$ cat src/rtl/sequential_cla_subtractor_if.sv
// Request/result bundle for the sequential lookahead subtractor.
// Handshake: start is a request sampled only while the block is idle (busy=0, done=0);
// a, b are captured on the accepting edge; done pulses for one cycle when diff/flags
// hold the new result, which then stays stable until the next done or reset.
interface sequential_cla_subtractor_if #(
    parameter int WIDTH = 16
);
    logic             start;
    logic [WIDTH-1:0] a;
    logic [WIDTH-1:0] b;
    logic [WIDTH-1:0] diff;
    logic             borrow;
    logic             zero;
    logic             neg;
    logic             ovf;
    logic             busy;
    logic             done;

    modport master (
        output start, a, b,
        input  diff, borrow, zero, neg, ovf, busy, done
    );

    modport slave (
        input  start, a, b,
        output diff, borrow, zero, neg, ovf, busy, done
    );
endinterface

$ cat src/rtl/sequential_cla_subtractor.sv
// Multi-cycle A - B computed as A + ~B + 1, resolving one SLICE-bit lookahead
// slice per clock; results and flags update atomically on completion.
module sequential_cla_subtractor #(
    parameter int WIDTH = 16,
    parameter int SLICE = 4
) (
    input  logic                          clk,
    input  logic                          rst,
    sequential_cla_subtractor_if.slave    bus,
    output logic [1:0]                    state_dbg
);
    localparam int NSL  = WIDTH / SLICE;
    localparam int CW   = (NSL > 1) ? $clog2(NSL) : 1;
    localparam logic [CW-1:0] LAST = CW'(NSL - 1);

    typedef enum logic [1:0] {
        S_IDLE = 2'd0,
        S_CALC = 2'd1,
        S_DONE = 2'd2
    } state_t;

    state_t state_q, state_d;

    logic [WIDTH-1:0] a_q, b_q, shadow_q;
    logic [CW-1:0]    cnt_q;
    logic             carry_q;
    logic [WIDTH-1:0] diff_q;
    logic             borrow_q, zero_q, neg_q, ovf_q, busy_q, done_q;

    logic             accept, last;

    logic [SLICE-1:0] a_sl, nb_sl, g, p, s;
    logic [SLICE:0]   c;
    logic             pall, pp;
    logic [WIDTH-1:0] final_diff;
    int               base;

    // FSM state register
    always_ff @(posedge clk or posedge rst) begin
        if (rst) state_q <= S_IDLE;
        else     state_q <= state_d;
    end

    always_comb begin
        state_d = state_q;
        accept  = 1'b0;
        last    = 1'b0;
        case (state_q)
            S_IDLE: begin
                if (bus.start) begin
                    accept  = 1'b1;
                    state_d = S_CALC;
                end
            end
            S_CALC: begin
                if (cnt_q == LAST) begin
                    last    = 1'b1;
                    state_d = S_DONE;
                end
            end
            S_DONE:  state_d = S_IDLE;
            default: state_d = S_IDLE;
        endcase
    end

    // One slice of A + ~B + carry, carries expanded in lookahead form from g/p and carry_q.
    always_comb begin
        base  = int'(cnt_q) * SLICE;
        a_sl  = a_q[base +: SLICE];
        nb_sl = ~b_q[base +: SLICE];
        g     = a_sl & nb_sl;
        p     = a_sl ^ nb_sl;
        c     = '0;
        pall  = 1'b0;
        pp    = 1'b0;
        c[0]  = carry_q;
        for (int i = 0; i < SLICE; i++) begin
            pall = carry_q;
            for (int j = 0; j <= i; j++) pall = pall & p[j];
            c[i+1] = pall;
            for (int j = 0; j <= i; j++) begin
                pp = g[j];
                for (int k = j + 1; k <= i; k++) pp = pp & p[k];
                c[i+1] = c[i+1] | pp;
            end
        end
        s = p ^ c[SLICE-1:0];
        final_diff = shadow_q;
        final_diff[base +: SLICE] = s;
    end

    always_ff @(posedge clk or posedge rst) begin
        if (rst) begin
            a_q      <= '0;
            b_q      <= '0;
            shadow_q <= '0;
            cnt_q    <= '0;
            carry_q  <= 1'b0;
            diff_q   <= '0;
            borrow_q <= 1'b0;
            zero_q   <= 1'b0;
            neg_q    <= 1'b0;
            ovf_q    <= 1'b0;
            busy_q   <= 1'b0;
            done_q   <= 1'b0;
        end else begin
            done_q <= last;
            if (accept) begin
                a_q     <= bus.a;
                b_q     <= bus.b;
                carry_q <= 1'b1;
                cnt_q   <= '0;
                busy_q  <= 1'b1;
            end
            if (state_q == S_CALC) begin
                shadow_q <= final_diff;
                carry_q  <= c[SLICE];
                cnt_q    <= last ? '0 : cnt_q + 1'b1;
            end
            // Final slice: publish difference and flags together.
            if (last) begin
                diff_q   <= final_diff;
                borrow_q <= ~c[SLICE];
                zero_q   <= (final_diff == '0);
                neg_q    <= final_diff[WIDTH-1];
                ovf_q    <= (a_q[WIDTH-1] != b_q[WIDTH-1]) &&
                            (final_diff[WIDTH-1] != a_q[WIDTH-1]);
                busy_q   <= 1'b0;
            end
        end
    end

    assign bus.diff   = diff_q;
    assign bus.borrow = borrow_q;
    assign bus.zero   = zero_q;
    assign bus.neg    = neg_q;
    assign bus.ovf    = ovf_q;
    assign bus.busy   = busy_q;
    assign bus.done   = done_q;
    assign state_dbg  = state_q;
endmodule

$ cat src/flat_wrapper.sv
// flat-port wrapper written by rule: the top's interface ports become plain ports
module sequential_cla_subtractor_flat 
#(
    parameter int WIDTH = 16,
    parameter int SLICE = 4
)
  (clk, rst, state_dbg, bus_start, bus_a, bus_b, bus_diff, bus_borrow, bus_zero, bus_neg, bus_ovf, bus_busy, bus_done);
  sequential_cla_subtractor_if #(.WIDTH(WIDTH)) bus_i ();
  input  logic clk;
  input  logic rst;
  output logic [1:0] state_dbg;
  input wire logic [$bits(bus_i.start)-1:0] bus_start;
  input wire logic [$bits(bus_i.a)-1:0] bus_a;
  input wire logic [$bits(bus_i.b)-1:0] bus_b;
  output wire logic [$bits(bus_i.diff)-1:0] bus_diff;
  output wire logic [$bits(bus_i.borrow)-1:0] bus_borrow;
  output wire logic [$bits(bus_i.zero)-1:0] bus_zero;
  output wire logic [$bits(bus_i.neg)-1:0] bus_neg;
  output wire logic [$bits(bus_i.ovf)-1:0] bus_ovf;
  output wire logic [$bits(bus_i.busy)-1:0] bus_busy;
  output wire logic [$bits(bus_i.done)-1:0] bus_done;
  assign bus_i.start = bus_start;
  assign bus_i.a = bus_a;
  assign bus_i.b = bus_b;
  assign bus_diff = bus_i.diff;
  assign bus_borrow = bus_i.borrow;
  assign bus_zero = bus_i.zero;
  assign bus_neg = bus_i.neg;
  assign bus_ovf = bus_i.ovf;
  assign bus_busy = bus_i.busy;
  assign bus_done = bus_i.done;
  sequential_cla_subtractor #(.WIDTH(WIDTH), .SLICE(SLICE)) u_core (.clk(clk), .rst(rst), .bus(bus_i), .state_dbg(state_dbg));
endmodule
$ cat config.mk
export PLATFORM = sky130hd
export DESIGN_NAME = sequential_cla_subtractor_flat
export DESIGN_NICKNAME = d
export VERILOG_FILES = /design/src/rtl/sequential_cla_subtractor_if.sv /design/src/rtl/sequential_cla_subtractor.sv /design/src/flat_wrapper.sv
export SDC_FILE = /design/constraint.sdc
export NUM_CORES = 1
export LEC_CHECK = 0
export BUFFER_PORTS_ARGS = -buffer_cell sky130_fd_sc_hd__buf_2
export CAP_MARGIN = 5
export CORE_ASPECT_RATIO = 1.75
export CORE_MARGIN = 4
export CORE_UTILIZATION = 30
export DETAILED_ROUTE_END_ITERATION = 10
export PLACE_DENSITY = 0.52
export SETUP_SLACK_MARGIN = 0.15
export SKIP_LAST_GASP = 1
export SLEW_MARGIN = 15
export SYNTH_ARGS = -nofsm -noshare
export SYNTH_HDL_FRONTEND = slang
export SYNTH_SLANG_ARGS = --single-unit
$ cat constraint.sdc
create_clock -name clk -period 4.28 [get_ports clk]
set_clock_uncertainty 0.1 [all_clocks]
set_input_delay 0 -clock clk [delete_from_list [all_inputs] [get_ports clk]]
set_output_delay 0 -clock clk [all_outputs]
set_load 0.03 [all_outputs]
* Word-level counts from Yosys, hierarchy flattened
Cells that the tools add are included. W data, S select, Z words.
Storage, ports and cells: bits in read-only memories 0, input port bits 35, logic and storage cells 70, memories 0, memory bits (writable) 0, latch bits 0, register bits after elaboration 75, output and inout port bits 24
Operators by class: muxes and demuxes 14, multipliers 0, reduce and logical (&&, ||, !) cells 6, add/sub/neg operators 2, eq/ne operators 6, div/mod/pow operators 0, bitwise gates (word level) 25, shift operators 4, magnitude comparators 0
Operators by type and width (count):
- $neg A4 Y33 | 1
- $shift A4 B33 Y16 const A | 1
- $shiftx A4 B33 Y16 | 1
- $shiftx A16 B5 Y4 | 2
- $bwmux W16 | 1
- $logic_not A16 Y1 | 1
- $and A1 B1 Y1 | 10
- $mux W2 | 5
- $or A1 B1 Y1 | 10
- $xor A4 B4 Y4 | 2
- $mux W1 | 7
- $and A4 B4 Y4 | 1
- $not A4 Y4 | 1
- $pmux W2 S2 | 1
- $reduce_bool A2 Y1 | 2
- $add A2 B1 Y2 const B | 1
- $eq A2 B1 Y1 const B | 1
- $eq A2 B2 Y1 const B | 1
- $logic_not A2 Y1 | 1
- $ne A1 B1 Y1 | 2
- $ne A2 B1 Y1 const B | 1
- $ne A2 B2 Y1 const B | 1
- $reduce_and A2 Y1 | 1
- $logic_and A1 B1 Y1 | 1
- $not A1 Y1 | 1

* Longest topological paths before layout
Gate-level depths: netlist of the first run.
word-level depth 14, mapped depth 11, mapped depth without buffers 9

* Worst setup path before layout of the first run
Ideal clock, no wire load.
path kind register to register, start point register u_core.cnt_q[0], end point register u_core.zero_q, in the netlist u_core.bus.zero, data required time 4.076 ns, slack 0.930 ns, buffers on the path 2, arrival time 3.147 ns, period minus slack after synthesis 3.350 ns, cell stages (with the launch flop) 11, library setup time 0.104 ns, cells stage by stage dfrtp_1 > buf_2 > mux4_2 > ha_1 > ha_1 > o211a_1 > or3_1 > and2_1 > buf_6 > a22o_1 > o41ai_2
Between the ends: word-level cells in the longest chain between the ends 13, elaborated cells between the ends (all ways) 26, classes of those cells add/sub (1); eq/ne (1); shift (4); mux (3); bitwise (16); reduce/logical (1)
RTL lines:
- start, declared | RTL line sequential_cla_subtractor.sv:25 | logic [CW-1:0] cnt_q;
- start signal, assigned | RTL line sequential_cla_subtractor.sv:118 | cnt_q <= last ? '0 : cnt_q + 1'b1;
- $shiftx A16 B5 Y4 | RTL line sequential_cla_subtractor.sv:70 | nb_sl = ~b_q[base +: SLICE];
- $not A4 Y4 | RTL line sequential_cla_subtractor.sv:70
- $xor A4 B4 Y4 | RTL line sequential_cla_subtractor.sv:72 | p = a_sl ^ nb_sl;
- $and A1 B1 Y1 (3 in a row) | RTL line sequential_cla_subtractor.sv:79 | for (int j = 0; j <= i; j++) pall = pall & p[j];
- $or A1 B1 Y1 (3 in a row) | RTL line sequential_cla_subtractor.sv:84 | c[i+1] = c[i+1] | pp;
- $xor A4 B4 Y4 | RTL line sequential_cla_subtractor.sv:87 | s = p ^ c[SLICE-1:0];
- $shiftx A4 B33 Y16 | RTL line sequential_cla_subtractor.sv:89 | final_diff[base +: SLICE] = s;
- $bwmux W16 | RTL line sequential_cla_subtractor.sv:89
- $logic_not A16 Y1 | RTL line sequential_cla_subtractor.sv:124 | zero_q <= (final_diff == '0);
- end signal, assigned | RTL line sequential_cla_subtractor.sv:124
- end, declared | RTL line sequential_cla_subtractor.sv:28 | logic borrow_q, zero_q, neg_q, ovf_q, busy_q, done_q;
Several ways; a longest one is shown, not always the timed one. A chain may end at the register's enable or synchronous reset.

* Worst setup path after layout of the first run
Ends and elaborated chain as after synthesis.

==> results of run 1 <==
## layout make-up
cell class	instances	share of cell area
sequential	74	0.4022
multi-input combinational	193	0.3329
timing repair buffer	96	0.1435
clock buffer	11	0.05489
tap	135	0.03668
clock inverter	5	0.01848
inverter	14	0.01141
## timing repair
item / CTS / global route
gates resized for setup: 0 / 0
endpoints found under the hold margin: 72 / 0
setup buffers: 0 / 0
hold buffers: 34 / 0
## kinds of logic (layout without fill, tap and decap cells)
logic type,count (synthesis),count (layout)
compound gates,66,66
xor+xnor,2,2
fa+ha+maj,12,12
buf+inv,27,126
flops,74,74
mux,42,42
simple gates,71,71
## registers in the layout (all words and copies together), names as in the netlist
register and flops:
u_core.state_dbg 2, u_core.bus.borrow 1, u_core.bus.diff 16, u_core.bus.ovf 1, u_core.shadow_q 16, u_core.bus.zero 1, u_core.bus.busy 1, u_core.bus.done 1
u_core.carry_q 1, u_core.cnt_q 2, u_core.b_q 16, u_core.a_q 16
## how the worst min path moves through the flow
stage / slack (ns) / cells after the start / endpoint
after floorplan: 0.02 / 2 / u_core.b_q[15]
after global placement: 0.13 / 2 / u_core.a_q[13]
after detailed placement: 0.13 / 2 / u_core.b_q[4]
after CTS: 0.31 / 3 / u_core.b_q[4]
after global routing: 0.33 / 3 / u_core.b_q[1]
final: 0.29 / 3 / u_core.bus.diff[8]
## per-stage QoR
| stage | util | hold slack (ns) | instance area, um2 | cells | setup WS (ns) |
|---|---|---|---|---|---|
| global route | 0.3998 | 0.3295 | 4604 | 528 | 0.7421 |
| global placement | 0.3409 | 0.1317 | 3926 | 478 | 1.009 |
| CTS | 0.3998 | 0.3132 | 4604 | 528 | 0.9361 |
| finish | 0.3998 | 0.2884 | 4604 | 528 | 0.9690 |
| detailed placement | 0.3409 | 0.1349 | 3926 | 478 | 0.9514 |
| floorplan | - | 0.01684 | 3501 | 294 | 0.9296 |
## where the power goes
group / switching [mW] / leakage (nW) / internal [mW]
sequential: 0.218 / 0.933 / 1.01
clock: 0.298 / 0.162 / 0.545
combinational: 1.13 / 1.02 / 0.824
total: 1.64 / 2.12 / 2.37
## worst min-delay path, stage by stage
cell,delay (ns)
dlygate4sd3_1,0.53
buf_2,0.12
inv_2,0.61
## placed cells by master, fill, tap and decap left out, drive strengths merged, types with 4 or more instances in the layout
master | netlist | layout
nor3 | 4 | 4
nor2b | 10 | 10
nand2b | 5 | 5
o21ai | 25 | 25
mux2 | 32 | 32
dfrtp | 74 | 74
buf | 5 | 62
ha | 11 | 11
mux4 | 8 | 8
a21oi | 12 | 12
inv | 14 | 15
nand2 | 31 | 31
nor2 | 9 | 9
dlygate4sd3 | 0 | 34
and2 | 5 | 5
a22o | 10 | 10
clkbuf | 8 | 11
## per-layer routing
metal | global-route usage | vias to the layer above | routed length (um)
met1 | 0.1516 | 1228 | 3140
li1 | - | 1233 | -
met4 | 0.06185 | 0 | 199
met2 | 0.2438 | 46 | 4744
met3 | 0.03157 | 12 | 269
met5 | 0 | - | 0
==> impl_metrics.env, run 1 <==
export IMPL_status="finished clean"
export IMPL_fin_crit_sh=0.7736
export IMPL_cts_root_buf="clkbuf_16"
export IMPL_antenna_found_initial=0
export IMPL_slew_headroom=0.4293
export IMPL_cts_inserted_buffers=9
export IMPL_fin_tns_setup_ns=0
export IMPL_critPathCaptureType="flop"
export IMPL_drtAntennaViolNets=0
export IMPL_syn_instance_count=294
export IMPL_synth_edf_count=0
export IMPL_synth_xor_area_frac=0.005004
export IMPL_dp_hpwl_um=6173
export IMPL_yosys_warnings=0
export IMPL_htreeDepth=3
export IMPL_synth_area_mux_share=0.1601
export IMPL_synthTopCellsByCount="dfrtp_1 (74), mux2_2 (32), nand2_1 (31), o21ai_0 (25), inv_1 (14)"
export IMPL_ys_seq_area_frac=0.5289
export IMPL_rsz0062_at_grt="no"
export IMPL_layout_drive_gt1_share=0.3130
export IMPL_register_area_mm2=0.001852
export IMPL_critical_path_top_delay_family="compound AO/OA/AOI/OAI gates"
export IMPL_maxCapViolCount=0
export IMPL_port_buffers=58
export IMPL_crit_start="u_core.cnt_q[0]"
export IMPL_fp_coreArea_mm2=0.01152
export IMPL_drt_pass1_iter_count=4
export IMPL_die_area_mm2=0.01353
export IMPL_slowest_delay_ns=0.62
export IMPL_fill_cells=1074
export IMPL_cp_cell_sequence="mux4_2 > ha_1 > ha_1 > o211a_1 > or3_1 > and2_1 > a22o_1 > o41ai_2"
export IMPL_drt_wirelength_per_cell_um=15.82
export IMPL_grt_pass1_wl_um=13920
export IMPL_p_leak_nw=2.118
export IMPL_diodes=0
export IMPL_vias=2519
export IMPL_synth_fp_nets=341
export IMPL_path_depth=8
export IMPL_routed_via_density=4.771
export IMPL_start_util=0.3040
export IMPL_worstPathMaxFanout=8
export IMPL_finalPower_mw=4.017
export IMPL_clock_path_buffers=2
export IMPL_synth_flop_cell="dfrtp_1"
export IMPL_synth_top_family_by_area="multiplexers"
export IMPL_track_usage=0.1376
export IMPL_rr_startpoint="u_core.cnt_q[0]"
export IMPL_grt_pass1_vias=2664
export IMPL_synthesis_area_mm2=0.003501
export IMPL_remaining_drc_errors=0
export IMPL_path_buf_inv=0
export IMPL_grt_max_degree=41
export IMPL_ios=59
export IMPL_ys_ff_latch=74
export IMPL_synth_top_area_cell="dfrtp_1"
export IMPL_post_synth_top_count_cell="dfrtp_1"
export IMPL_die_h_um=150.9
export IMPL_p_per_area_mw_per_mm2=872.4
export IMPL_cp_endpoint="u_core.bus.zero"
export IMPL_min_period_ns=3.311
export IMPL_fmax_mhz=302.0
export IMPL_cts_sinks=74
export IMPL_num_nets_final=435
export IMPL_cts_tree="built"
export IMPL_wirelength_um=8354
export IMPL_gp_congestion=0.8152
export IMPL_worstSkewPairLatency_ns=0.34
export IMPL_worst_r2r_setup_slack_ns=0.97
export IMPL_drtIter0Drc=82
export IMPL_overflow=0
export IMPL_synthAdderAreaFrac=0.04503
export IMPL_ys_types=41
export IMPL_cts_clk_slew_worst_paths_ns=0.06
export IMPL_cp_slowest_cell="dfrtp_1"
export IMPL_multi_input_area_mm2=0.001533
export IMPL_start_kind="flop"
export IMPL_rr_endpoint="u_core.bus.zero"
export IMPL_die_x_um=89.66
export IMPL_async_reset_ff_frac=1.000
export IMPL_synthTopCellsByArea="dfrtp_1 (53%), mux2_2 (10%), mux4_2 (5.1%)"
export IMPL_hold_viol=0
export IMPL_area_growth_pct=31.52
export IMPL_setup_violations_final=0
export IMPL_syn_avg_cell_area_um2=11.91
export IMPL_reg2regPathDepth=8
export IMPL_tightest_slew_ns=0.8548
export IMPL_synth_top_area_frac=0.5289
export IMPL_critical_path_most_common_cell="ha_1"
export IMPL_row_count=52
export IMPL_slew_viol_final=0
export IMPL_hold_class="input port to async pin"
export IMPL_synth_simple_gate_area_frac=0.1019
export IMPL_synth_compound_area_share=0.1251
export IMPL_path_class="flop to flop"
export IMPL_worstPathRequired_ns=4.42
export IMPL_crit_arrival_ns=3.45
export IMPL_ir_worst_vdd_v=0.0004570
No activity file was read; power rests on OpenSTA's default activity.
==> run 2, diff against run 1 <==
- clock period: 4.28 -> 3.4 ns (I/O delays scaled with it)
==> impl_metrics.env, run 2 (synthesis gave the netlist of run 1 again) <==
export IMPL_status="finished clean"
export IMPL_track_usage=0.1362
export IMPL_remaining_drc_errors=0
export IMPL_p_per_area_mw_per_mm2=1076
export IMPL_drt_wirelength_per_cell_um=15.78
export IMPL_ios=59
export IMPL_hold_class="input port to async pin"
export IMPL_row_count=52
export IMPL_cts_tree="built"
export IMPL_setup_violations_final=0
export IMPL_rr_startpoint="u_core.cnt_q[1]"
export IMPL_final_cell_mix="dfrtp_1 (73), buf_2 (58), dlygate4sd3_1 (34)"
export IMPL_wirelength_um=8361
export IMPL_slew_headroom=0.5191
export IMPL_vias=2551
export IMPL_grt_pass1_wl_um=13890
export IMPL_overflow=0
export IMPL_cts_sinks=74
export IMPL_worstPathRequired_ns=3.52
export IMPL_cts_inserted_buffers=9
export IMPL_path_class="flop to flop"
export IMPL_drt_pass1_iter_count=4
export IMPL_htreeDepth=3
export IMPL_maxCapViolCount=0
export IMPL_slew_viol_final=0
export IMPL_die_h_um=150.9
export IMPL_die_area_mm2=0.01353
export IMPL_worst_slack_ns=0.3158
export IMPL_worstSkewPairLatency_ns=0.33
export IMPL_pre_cts_ws_ns=0.1590
export IMPL_register_area_mm2=0.001853
export IMPL_diodes=0
export IMPL_drtAntennaViolNets=0
export IMPL_hold_viol=0
export IMPL_p_leak_nw=2.101
export IMPL_start_util=0.3040
export IMPL_drtIter0Drc=76
export IMPL_worstPathMaxFanout=8
export IMPL_num_nets_final=437
export IMPL_antenna_found_initial=0
export IMPL_grt_pass1_vias=2784
export IMPL_gp_congestion=0.7986
export IMPL_cts_clk_slew_worst_paths_ns=0.06
export IMPL_layout_drive_gt1_share=0.3139
export IMPL_area_growth_pct=30.16
export IMPL_fp_coreArea_mm2=0.01152
export IMPL_fin_util=0.3957
export IMPL_crit_arrival_ns=3.21
export IMPL_clock_path_buffers=2
export IMPL_multi_input_area_mm2=0.001533
export IMPL_routed_via_density=4.813
export IMPL_ir_worst_vdd_v=0.0005406
export IMPL_rsz0062_at_grt="no"
export IMPL_min_period_ns=3.084
export IMPL_tightest_slew_ns=0.7198
export IMPL_fin_tns_setup_ns=0
export IMPL_critPathCaptureType="flop"
export IMPL_port_buffers=58
export IMPL_fin_crit_sh=0.9071
export IMPL_cts_root_buf="clkbuf_16"
export IMPL_start_kind="flop"
export IMPL_crit_start="u_core.cnt_q[1]"
export IMPL_dp_hpwl_um=6213
export IMPL_grt_max_degree=50
export IMPL_die_x_um=89.66
export IMPL_final_common_cell="dfrtp_1"
export IMPL_fill_cells=1093
export IMPL_fmax_mhz=324.2
export IMPL_cts_repair_resized=0
[run 2: cell count changes in the layout (fill, tap and decap cells not counted), sizes merged]
cell      delta
buf          +2
bufinv       -2
clkbuf       +1
clkinv       +3
clkinvlp     -1
inv          -1
[run 2: power by group]
part / leakage (nW) / switching (mW) / internal [mW]
Clock: 0.137 / 0.362 / 0.514
Combinational: 1.03 / 1.46 / 1.05
Sequential: 0.932 / 0.249 / 1.27
Total: 2.10 / 2.07 / 2.83
[run 2: cell type report]
type | instances | area share
multi-input cells | 193 | 0.3364
inverters | 14 | 0.01153
clock buffers | 12 | 0.05409
clock inverters | 4 | 0.006041
flip-flops and latches | 74 | 0.4066
repair buffers | 98 | 0.1483
well taps | 135 | 0.03707
[run 2: repair_timing]
action | 4_1_cts | 5_1_grt
setup buffers | 1 | 0
endpoints found under the hold margin | 58 | 0
endpoints found under the setup margin | 1 | 0
hold buffers | 34 | 0
[run 2: through the flow]
step	hold slack [ns]	power [mW]	cell area (um2)	instances
6_report	0.1608	4.902	4557	530
5_1_grt	0.2224	5.272	4557	530
4_1_cts	0.1842	4.986	4557	530
3_5_place_dp	-0.01587	4.059	3935	479
3_3_place_gp	-0.02174	4.013	3935	479
2_1_floorplan	0.01684	3.407	3505	294
[run 2: critical path, cell delays in order, from the launching register on]
cell and delay, ns:
dfrtp_1 0.55, mux4_2 0.40, ha_1 0.32, ha_1 0.20, o211a_1 0.23, or3_1 0.36
and2_1 0.26, a22o_1 0.22, o41ai_2 0.35
[run 2: path summary, 6_finish.rpt]
check / to / cells past startpoint / slack [ns]
worst max-delay path: u_core.bus.zero / 8 / 0.32
worst min-delay path: u_core.bus.diff[8] / 3 / 0.16
worst max register to register: u_core.bus.zero / 8 / 0.32
worst min register to register: u_core.bus.diff[5] / 2 / 0.37
max in group asynchronous: u_core.cnt_q[0] / 4 / 1.96
min in group clk: u_core.b_q[15] / 4 / 0.33
[run 2: per-layer routing]
metal  global-route usage  routed length (um)  vias up
met3              0.02885                 287       17
met4              0.06334                 238        0
met5                    0                   0        -
li1                     -                   -     1229
met1               0.1449                3119     1254
met2               0.2471                4715       51
==> run 3, diff against run 2 <==
- GPL_TIMING_DRIVEN: default -> 0
==> impl_metrics.env, run 3 (synthesis gave the netlist of run 1 again) <==
export IMPL_status="finished clean"
export IMPL_setup_violations_final=0
export IMPL_port_buffers=58
export IMPL_cts_inserted_buffers=9
export IMPL_drtIter0Drc=95
export IMPL_dp_hpwl_um=6663
export IMPL_min_period_ns=3.119
export IMPL_remaining_drc_errors=0
export IMPL_tightest_slew_ns=0.6942
export IMPL_ir_worst_vdd_v=0.0005146
export IMPL_fill_cells=1126
export IMPL_overflow=0
export IMPL_cts_tree="built"
export IMPL_hold_viol=0
export IMPL_dp_cells=488
export IMPL_drtAntennaViolNets=0
export IMPL_final_common_cell="dfrtp_1"
export IMPL_reg2regPathDepth=11
export IMPL_slew_headroom=0.5356
export IMPL_ios=59
export IMPL_worstPathMaxFanout=7
export IMPL_routed_via_density=4.832
export IMPL_track_usage=0.1463
export IMPL_rsz0062_at_grt="no"
export IMPL_p_leak_nw=2.164
export IMPL_hold_class="input port to async pin"
export IMPL_start_kind="flop"
export IMPL_gp_congestion=0.8444
export IMPL_fin_crit_sh=0.9173
export IMPL_fmax_mhz=320.6
export IMPL_path_class="flop to flop"
export IMPL_antenna_found_initial=0
export IMPL_crit_arrival_ns=3.26
export IMPL_layout_drive_gt1_share=0.3194
export IMPL_drt_wirelength_per_cell_um=16.49
export IMPL_die_x_um=89.66
export IMPL_grt_pass1_vias=2878
export IMPL_vias=2619
export IMPL_cts_root_buf="clkbuf_16"
export IMPL_num_nets_final=449
export IMPL_clock_path_buffers=2
export IMPL_start_util=0.3040
export IMPL_stdcell_count=542
export IMPL_fin_util=0.4082
export IMPL_diodes=0
export IMPL_finalPower_mw=5.254
export IMPL_critPathCaptureType="flop"
export IMPL_fp_coreArea_mm2=0.01152
export IMPL_worst_r2r_setup_slack_ns=0.28
export IMPL_rr_endpoint="u_core.bus.zero"
export IMPL_hold_ws_ns=0.08379
export IMPL_row_count=52
export IMPL_grt_pass1_wl_um=14750
export IMPL_worstSkewPairLatency_ns=0.34
export IMPL_cts_sinks=74
export IMPL_rr_startpoint="u_core.cnt_q[0]"
export IMPL_worstPathRequired_ns=3.54
export IMPL_drt_pass1_iter_count=4
export IMPL_area_growth_pct=34.27
export IMPL_die_h_um=150.9
export IMPL_final_cell_mix="dfrtp_1 (73), buf_2 (59), dlygate4sd3_1 (34)"
export IMPL_wirelength_um=8939
export IMPL_maxCapViolCount=0
export IMPL_cts_clk_slew_worst_paths_ns=0.06
export IMPL_p_per_area_mw_per_mm2=1118
export IMPL_die_area_mm2=0.01353
export IMPL_slew_viol_final=0
export IMPL_grt_max_degree=52
export IMPL_htreeDepth=3
run 3: area by class of cell:
cell class                      instances  area, um2  share of cell area
Clock buffer                           11      242.7             0.05164
Tap cell                              135      168.9             0.03593
Timing Repair Buffer                   97      688.2              0.1464
Buffer                                 13      85.08             0.01810
Clock inverter                          5      77.57             0.01650
Inverter                               14      55.05             0.01171
Sequential cell                        74       1853              0.3942
Multi-Input combinational cell        193       1530              0.3255
run 3: worst max-delay path by stage:
stage | start | to | depth (start not counted)
CTS | u_core.cnt_q[0] | u_core.bus.zero | 11
detailed placement | u_core.cnt_q[1] | u_core.bus.zero | 11
global route | u_core.cnt_q[0] | u_core.bus.zero | 11
finish | u_core.cnt_q[0] | u_core.bus.zero | 11
global placement | u_core.cnt_q[1] | u_core.bus.zero | 11
floorplan | u_core.cnt_q[0] | u_core.bus.zero | 10
run 3: per-stage QoR:
step                setup slack, ns  setup TNS (ns)  instance area [um2]
finish                       0.2813               0                 4701
global placement            -0.1750         -0.1750                 3964
CTS                          0.2490               0                 4701
floorplan                    0.1948               0                 3505
detailed placement          -0.1575         -0.1575                 3994
global route                 0.1775               0                 4701
run 3: repair_timing:
item | 4_1_cts | 5_1_grt
endpoints found under the setup margin | 13 | 0
gates resized for setup | 6 | 0
buffers inserted | 4 | 0
endpoints found under the hold margin | 107 | 0
hold buffers | 34 | 0
run 3: routing by layer:
metal | vias to the layer above | global-route usage | wire length (um)
li1 | 1269 | - | -
met1 | 1287 | 0.1532 | 3189
met2 | 46 | 0.2691 | 5191
met3 | 17 | 0.03430 | 321
met4 | 0 | 0.06185 | 237
met5 | - | 0 | 0
run 3: critical path, cell delays in order (launching register included):
cell and delay [ns]:
dfrtp_2 0.42, buf_12 0.13, mux4_2 0.52, inv_2 0.08
ha_1 0.22, ha_1 0.20, o211a_1 0.24, or3_1 0.36
and2_1 0.18, buf_6 0.13, o21a_1 0.11, o41ai_2 0.32
run 3: report_power, final:
group / switching (mW) / internal [mW]
clock: 0.356 / 0.659
combinational: 1.57 / 1.18
sequential: 0.227 / 1.27
